`config.mk`:
```
export PLATFORM = sky130hd
export DESIGN_NAME = mem_port_arbiter
export DESIGN_NICKNAME = d
export VERILOG_FILES = /design/src/rtl/mem_port_arbiter_pkg.sv /design/src/rtl/mem_port_arbiter.sv
export SDC_FILE = /design/constraint.sdc
export NUM_CORES = 1
export LEC_CHECK = 0
export CAP_MARGIN = 10
export CELL_PAD_IN_SITES_DETAIL_PLACEMENT = 0
export CELL_PAD_IN_SITES_GLOBAL_PLACEMENT = 1
export CORE_ASPECT_RATIO = 0.75
export CORE_UTILIZATION = 17
export DETAILED_ROUTE_END_ITERATION = 12
export GPL_ROUTABILITY_DRIVEN = 1
export PLACE_DENSITY_LB_ADDON = 0.1
export SLEW_MARGIN = 20
export SYNTH_ARGS = -nofsm -noshare
export SYNTH_HDL_FRONTEND = slang
export SYNTH_SLANG_ARGS = --single-unit
```
`constraint.sdc`:
```
create_clock -name clk -period 1.7 [get_ports clk]
set_clock_uncertainty 0.1 [all_clocks]
set_input_delay 0.255 -clock clk [delete_from_list [all_inputs] [get_ports clk]]
set_output_delay 0.255 -clock clk [all_outputs]
set_load 0.02 [all_outputs]
```
`src/rtl/mem_port_arbiter_pkg.sv`:
```
// Shared definitions for the memory port arbiter: owner-state encodings and defaults.
package mem_port_arbiter_pkg;

  localparam int unsigned ARB_STATE_WIDTH = 2;

  localparam logic [ARB_STATE_WIDTH-1:0] ARB_IDLE = 2'd0;
  localparam logic [ARB_STATE_WIDTH-1:0] ARB_LD   = 2'd1;
  localparam logic [ARB_STATE_WIDTH-1:0] ARB_CPU  = 2'd2;

  localparam int unsigned ARB_MAX_BURST = 8;

  typedef enum logic [ARB_STATE_WIDTH-1:0] {
    StIdle = ARB_IDLE,
    StLd   = ARB_LD,
    StCpu  = ARB_CPU
  } arb_state_e;

endpackage

```
`src/rtl/mem_port_arbiter.sv`:
```
// Two-requester arbiter/sequencer for the single-port program/data memory.
// The owner register picks loader (LD) or CPU; the owner's request is granted combinationally.
// Bursts are capped at MAX_BURST grants while the other side waits. A finished loader
// tenure that wrote anything raises a one-cycle prog_start.
module mem_port_arbiter
  import mem_port_arbiter_pkg::*;
#(
  parameter int unsigned ADDR_WIDTH = 16,
  parameter int unsigned DATA_WIDTH = 8,
  parameter int unsigned MAX_BURST  = ARB_MAX_BURST
) (
  input  logic                  clk,
  input  logic                  reset,
  input  logic                  ld_req,
  input  logic                  ld_we,
  input  logic [ADDR_WIDTH-1:0] ld_addr,
  input  logic [DATA_WIDTH-1:0] ld_wdata,
  output logic                  ld_gnt,
  output logic                  ld_rvalid,
  input  logic                  cpu_req,
  input  logic                  cpu_we,
  input  logic [ADDR_WIDTH-1:0] cpu_addr,
  input  logic [DATA_WIDTH-1:0] cpu_wdata,
  output logic                  cpu_gnt,
  output logic                  cpu_rvalid,
  output logic                  mem_we,
  output logic [ADDR_WIDTH-1:0] mem_addr,
  output logic [DATA_WIDTH-1:0] mem_din,
  input  logic [DATA_WIDTH-1:0] mem_dout,
  output logic [DATA_WIDTH-1:0] rdata,
  output logic                  prog_start
);

  localparam int unsigned         CntWidth = $clog2(MAX_BURST) + 1;
  localparam logic [CntWidth-1:0] CntMax   = CntWidth'(MAX_BURST - 1);

  arb_state_e          state_q, state_d;
  logic [CntWidth-1:0] burst_cnt_q, burst_cnt_d;
  logic                dirty_q, dirty_d;
  logic                ld_rvalid_q, cpu_rvalid_q;
  logic                prog_start_q, prog_start_d;
  logic                burst_done;
  logic                ld_done;

  // Grants come only from the registered owner, so there is no req->gnt path across owners.
  always_comb begin
    ld_gnt  = (state_q == StLd) & ld_req;
    cpu_gnt = (state_q == StCpu) & cpu_req;
  end

  // Memory-side mux: drive the granted owner's transfer, otherwise park at zero.
  always_comb begin
    mem_we   = 1'b0;
    mem_addr = '0;
    mem_din  = '0;
    if (ld_gnt) begin
      mem_we   = ld_we;
      mem_addr = ld_addr;
      mem_din  = ld_wdata;
    end else if (cpu_gnt) begin
      mem_we   = cpu_we;
      mem_addr = cpu_addr;
      mem_din  = cpu_wdata;
    end
  end

  // Owner next-state, burst counter and loader-completion bookkeeping.
  always_comb begin
    state_d     = state_q;
    burst_cnt_d = burst_cnt_q;
    burst_done  = (burst_cnt_q == CntMax);
    // Loader tenure ends by its own choice (not by pre-emption).
    ld_done     = (state_q == StLd) & ~ld_req;

    case (state_q)
      StIdle: begin
        if (ld_req) begin
          state_d = StLd;
        end else if (cpu_req) begin
          state_d = StCpu;
        end
      end
      StLd: begin
        if (!ld_req) begin
          state_d = cpu_req ? StCpu : StIdle;
        end else if (cpu_req && burst_done) begin
          state_d = StCpu;
        end
      end
      StCpu: begin
        if (!cpu_req) begin
          state_d = ld_req ? StLd : StIdle;
        end else if (ld_req && burst_done) begin
          state_d = StLd;
        end
      end
      default: state_d = StIdle;
    endcase

    // Count granted cycles; hold at the cap while the other side is quiet.
    if (state_d != state_q) begin
      burst_cnt_d = '0;
    end else if ((ld_gnt || cpu_gnt) && !burst_done) begin
      burst_cnt_d = burst_cnt_q + CntWidth'(1);
    end

    prog_start_d = ld_done & dirty_q;
    dirty_d      = (dirty_q & ~prog_start_d) | (ld_gnt & ld_we);
  end

  // State registers; async reset drops owner, so grants and mem_we fall immediately.
  always_ff @(posedge clk or posedge reset) begin
    if (reset) begin
      state_q      <= StIdle;
      burst_cnt_q  <= '0;
      dirty_q      <= 1'b0;
      ld_rvalid_q  <= 1'b0;
      cpu_rvalid_q <= 1'b0;
      prog_start_q <= 1'b0;
    end else begin
      state_q      <= state_d;
      burst_cnt_q  <= burst_cnt_d;
      dirty_q      <= dirty_d;
      ld_rvalid_q  <= ld_gnt & ~ld_we;
      cpu_rvalid_q <= cpu_gnt & ~cpu_we;
      prog_start_q <= prog_start_d;
    end
  end

  // Registered qualifiers and memory read-data pass-through.
  always_comb begin
    ld_rvalid  = ld_rvalid_q;
    cpu_rvalid = cpu_rvalid_q;
    prog_start = prog_start_q;
    rdata      = mem_dout;
  end

endmodule

```
* Yosys cells after proc, flatten, opt, wreduce, memory -nomap -nowiden
Index checks and enable logic that the tools add are counted.
** Word-level totals
- Register bits :: 10
- Bits of input ports :: 62
- Output and inout bits :: 38
- Word-level logic and storage cells :: 48
** Cells by class
- Add/sub/neg operators :: 1
- Equality and inequality tests :: 4
- Mux-type cells :: 17
- Bitwise gates (word level) :: 13
- Reduce and logical (&&, ||, !) cells :: 7
** Operators by type and width (count)
- two-way mux 16 bit :: 2
- two-way mux 8 bit :: 2
- two-way mux 2 bit :: 7
- AND 1 bit :: 8
- two-way mux 4 bit :: 2
- case mux 2 bit (3 select lines) :: 1
- adder 4 x 1 -> 4 bit, second input constant :: 1
- == test 4 x 3 -> 1 bit, second input constant :: 1
- inverter 1 bit :: 4
- logical AND 1 bit :: 3
- two-way mux 1 bit :: 3
- == test 2 x 1 -> 1 bit, second input constant :: 1
- == test 2 bit, second input constant :: 1
- zero test 2 bit :: 1
- != test 2 bit :: 1
- nonzero test 2 bit :: 1
- zero test 1 bit :: 1
- logical OR 1 bit :: 1
- OR 1 bit :: 1

* Longest topological paths before layout
- Depth in word-level cells :: 7
- Depth in mapped cells :: 6
- Depth with buffers taken out :: 5

* Worst setup path before layout
OpenSTA, ideal clock, no wires.
- Path kind :: register -> output
- From :: register state_q[1]
- To :: output port mem_addr[10]
- Data arrival time :: 1.279 ns
- Data required time :: 1.345 ns
- Path slack :: 0.066 ns
- Cell stages (with the launch flop) :: 5
- Path buffers :: 2
- Cells stage by stage :: dfrtp_1 and3b_4 buf_4 buf_4 a22o_1
** On the way
- Elaborated cells on any way between the ends :: 6
- Those cells by class :: eq/ne (2); mux (2); bitwise (2)
** RTL lines
- start, declared :: line mem_port_arbiter.sv:37 : arb_state_e state_q, state_d;
- start signal, assigned :: line mem_port_arbiter.sv:114 : state_q <= StIdle;
- start signal, assigned :: line mem_port_arbiter.sv:121 : state_q <= state_d;
- == test 2 x 1 -> 1 bit :: line mem_port_arbiter.sv:47 : ld_gnt = (state_q == StLd) & ld_req;
- AND 1 bit :: line mem_port_arbiter.sv:47
- via ld_gnt :: line mem_port_arbiter.sv:18 : output logic ld_gnt,
- two-way mux 16 bit :: line mem_port_arbiter.sv:56 : if (ld_gnt) begin
- end, declared :: line mem_port_arbiter.sv:27 : output logic [ADDR_WIDTH-1:0] mem_addr,
The timed path passes the listed nets, and every way through them passes these cells.

* Worst setup path in the final report
- From :: register state_q[1]
- To :: output port mem_addr[7]
** On the way
- Word-level cells in the longest chain between the ends :: 4
- Elaborated cells on any way between the ends :: 6
- Those cells by class :: eq/ne (2); mux (2); bitwise (2)
** Ends and longest elaborated chain
- == test 2 bit :: line mem_port_arbiter.sv:48 : cpu_gnt = (state_q == StCpu) & cpu_req;
- AND 1 bit :: line mem_port_arbiter.sv:48
- two-way mux 16 bit :: line mem_port_arbiter.sv:60 : end else if (cpu_gnt) begin
- two-way mux 16 bit (*) :: line mem_port_arbiter.sv:56
Every way passes the cells marked *; elsewhere a longest branch is shown, timed or not.

==> flow_metrics.py <==
metrics = {
    "floorplanning": {
        "row_count": 21,
        "start_util_pct": 18.26,
        "die-area_mm2": 0.005257,
        "die_h_um": 63.04,
        "die_w_um": 83.39,
        "core_mm2": 0.004624,
        "io_pins": 100,
    },
    "clock_tree": {
        "clock-sinks": 10,
        "numCtsBuffers": 3,
        "cts_tree": "done",
        "insertion_delay_ns": 0.23,
        "cts.clk_slew.worst_paths_ns": 0.05,
        "cts_root_buf": "clkbuf_8",
        "ctsHtreeMaxLevel": 1,
        "clk_path_buf_depth": 2,
    },
    "sta": {
        "setup_ws_ns": -0.1869,
        "finalSetupViolations": 30,
        "rsz0062_at_grt": "yes",
        "slew_headroom_pct": 73.04,
        "final_hold_viol_count": 0,
        "slew_violations": 0,
        "tightestPinTransition_ns": 0.4040,
        "fin_setup_tns_ns": -4.411,
        "fin_crit_ns": 1.887,
        "fin_crit_sh_pct": 111.0,
        "fmax_ghz": 0.5300,
    },
    "grt": {
        "antenna_found_initial": 0,
        "grt-ovfl-total": 0,
        "grt_pass1_vias": 1090,
        "grt_max_degree": 26,
        "gr-usage-all-layers_pct": 14.05,
        "grt_pass1_wl_um": 5796,
    },
    "route": {
        "drc": 0,
        "finalWirelength_um": 3716,
        "vias": 1072,
        "drtAntennaViolNets": 0,
        "initialDrtViolationCount": 31,
        "wl_per_cell_um": 15.88,
        "first_pass_iters": 4,
        "via_per_inst": 4.581,
    },
    "placed_design": {
        "pre_cts_ws_ns": -0.6794,
        "gp_congestion": 0.7621,
        "io_buffers": 83,
        "place_hpwl_um": 2501,
    },
    "setup_path": {
        "cp.required_ns": 1.34,
        "cp-end-kind": "output pin",
        "reg2reg_slack_ns": -0.07,
        "arrival_ns": 1.53,
        "worst-setup-path-type": "reg2out",
        "startpoint_type": "flop",
        "crit_path_max_fanout": 25,
    },
    "cells_and_area": {
        "syn_to_final_growth_pct": 108.6,
        "num-nets-final": 242,
        "layout-drive-gt1-share_pct": 29.94,
        "final_core_util_pct": 38.10,
        "final_common_cell": "clkdlybuf4s50_1",
        "antenna_cells": 0,
        "final_cell_mix": "55 x clkdlybuf4s50_1, 25 x a22o_1, 17 x buf_2",
    },
    "synth": {
        "avgSynthCellArea_um2": 9.708,
        "synth_area_um2": 844.6,
        "syn_nets": 150,
        "yosysWarnings": 0,
        "synth.distinct_cells": 28,
        "synth-seq-cells": 10,
        "yosysSeqAreaShare_pct": 29.63,
        "synth_edf_count": 0,
        "ys.flop_type": "dfrtp_1",
        "synth_cells": 87,
        "synthArstFlopShare_pct": 100.0,
    },
    "power_and_ir_drop": {
        "ir_worst_vdd_uv": 338.2,
        "p_total_uw": 899.2,
        "power.density_mw_per_mm2": 510.4,
        "p_leak_uw": 0.0008268,
    },
    "worst_hold_path": {
        "min_path_type": "in2async",
    },
    "outcome": {
        "violations": "setup timing",
        "status": "finished, violations left",
    },
    "flow_run": {
        "maxCapViolations": 0,
    },
}
[flip-flops by register name, indices dropped and copies added (netlist names)]
signal	flops
state_q	2
dirty_q	1
prog_start	1
burst_cnt_q	4
ld_rvalid	1
cpu_rvalid	1
[repair_timing]
action | CTS | global route
hold buffers | 0 | 0
pin swaps | 5 | 1
setup buffers | 7 | 0
cloned | 2 | 0
gates resized for setup | 120 | 12
setup endpoints to repair | 31 | 31
[synthesized netlist by cell type (2+ instances only)]
cell type  instances  area (µm²)
buf_6              4       45.04
and3_1             2       12.51
a22o_1            25       219.0
mux2i_1            2       20.02
nand2_1            3       11.26
nor2_1             5       18.77
inv_1              3       11.26
nor2b_1            2       12.51
dfrtp_1           10       250.2
a31oi_1            3       18.77
xor2_1             2       17.52
buf_4             10       75.07
[critical path, cell delays in order, from the launching register on]
cell,delay [ns]
dfrtp_1,0.39
buf_6,0.12
and3b_2,0.23
buf_12,0.17
a22o_1,0.25
buf_6,0.14
[routing by layer]
| metal | GRT usage [%] | share of wire [%] | vias up |
|---|---|---|---|
| li1 | - | - | 510 |
| met5 | 0 | 0 | - |
| met4 | 3.448 | 0.38 | 0 |
| met1 | 17.29 | 45 | 507 |
| met2 | 23.67 | 46 | 51 |
| met3 | 4.624 | 9.5 | 4 |
[cell families (layout without fill, tap and decap cells)]
family | count (synthesis) | in the layout | synth area share (%)
adder cells (fa/ha/maj) | 1 | 1 | 1.481
AND/OR/NAND/NOR | 19 | 21 | 13.48
AO/OA/AOI/OAI | 35 | 35 | 34.81
buffers and inverters | 18 | 106 | 16.15
flip-flops | 10 | 10 | 29.63
multiplexers | 2 | 2 | 2.370
XOR/XNOR | 2 | 2 | 2.074
[metrics by stage]
| stage | cells | instance area [µm²] | hold slack, ns |
|---|---|---|---|
| 2_1_floorplan | 87 | 844.6 | -0.004822 |
| 3_3_place_gp | 222 | 1709 | 0.4102 |
| 3_5_place_dp | 222 | 1709 | 0.4102 |
| 4_1_cts | 234 | 1729 | 0.2332 |
| 5_1_grt | 234 | 1762 | 0.2550 |
| 6_report | 234 | 1762 | 0.2130 |
[final timing paths]
path	cells past startpoint	from	end
worst max-delay path	5	state_q[1]	mem_addr[7]
worst min-delay path	2	reset	state_q[1]
worst max register to register	7	state_q[1]	burst_cnt_q[3]
worst min register to register	2	dirty_q	dirty_q
max in group asynchronous	2	reset	state_q[0]
min in group clk	0	mem_dout[5]	rdata[5]
[where the power goes]
part           internal (µW)  total [µW]  switching [µW]
sequential               253         263            10.1
clock                    154         237            83.1
combinational            234         399             165
[layout make-up]
cell class              count  area [µm²]
fillers                   478        2863
flip-flops and latches     10       250.2
well taps                  57       71.32
clock buffers               3       41.29
inverters                   3       11.26
repair buffers            100       903.4
multi-input cells          61       484.2
No activity file was read; power rests on OpenSTA's default activity.
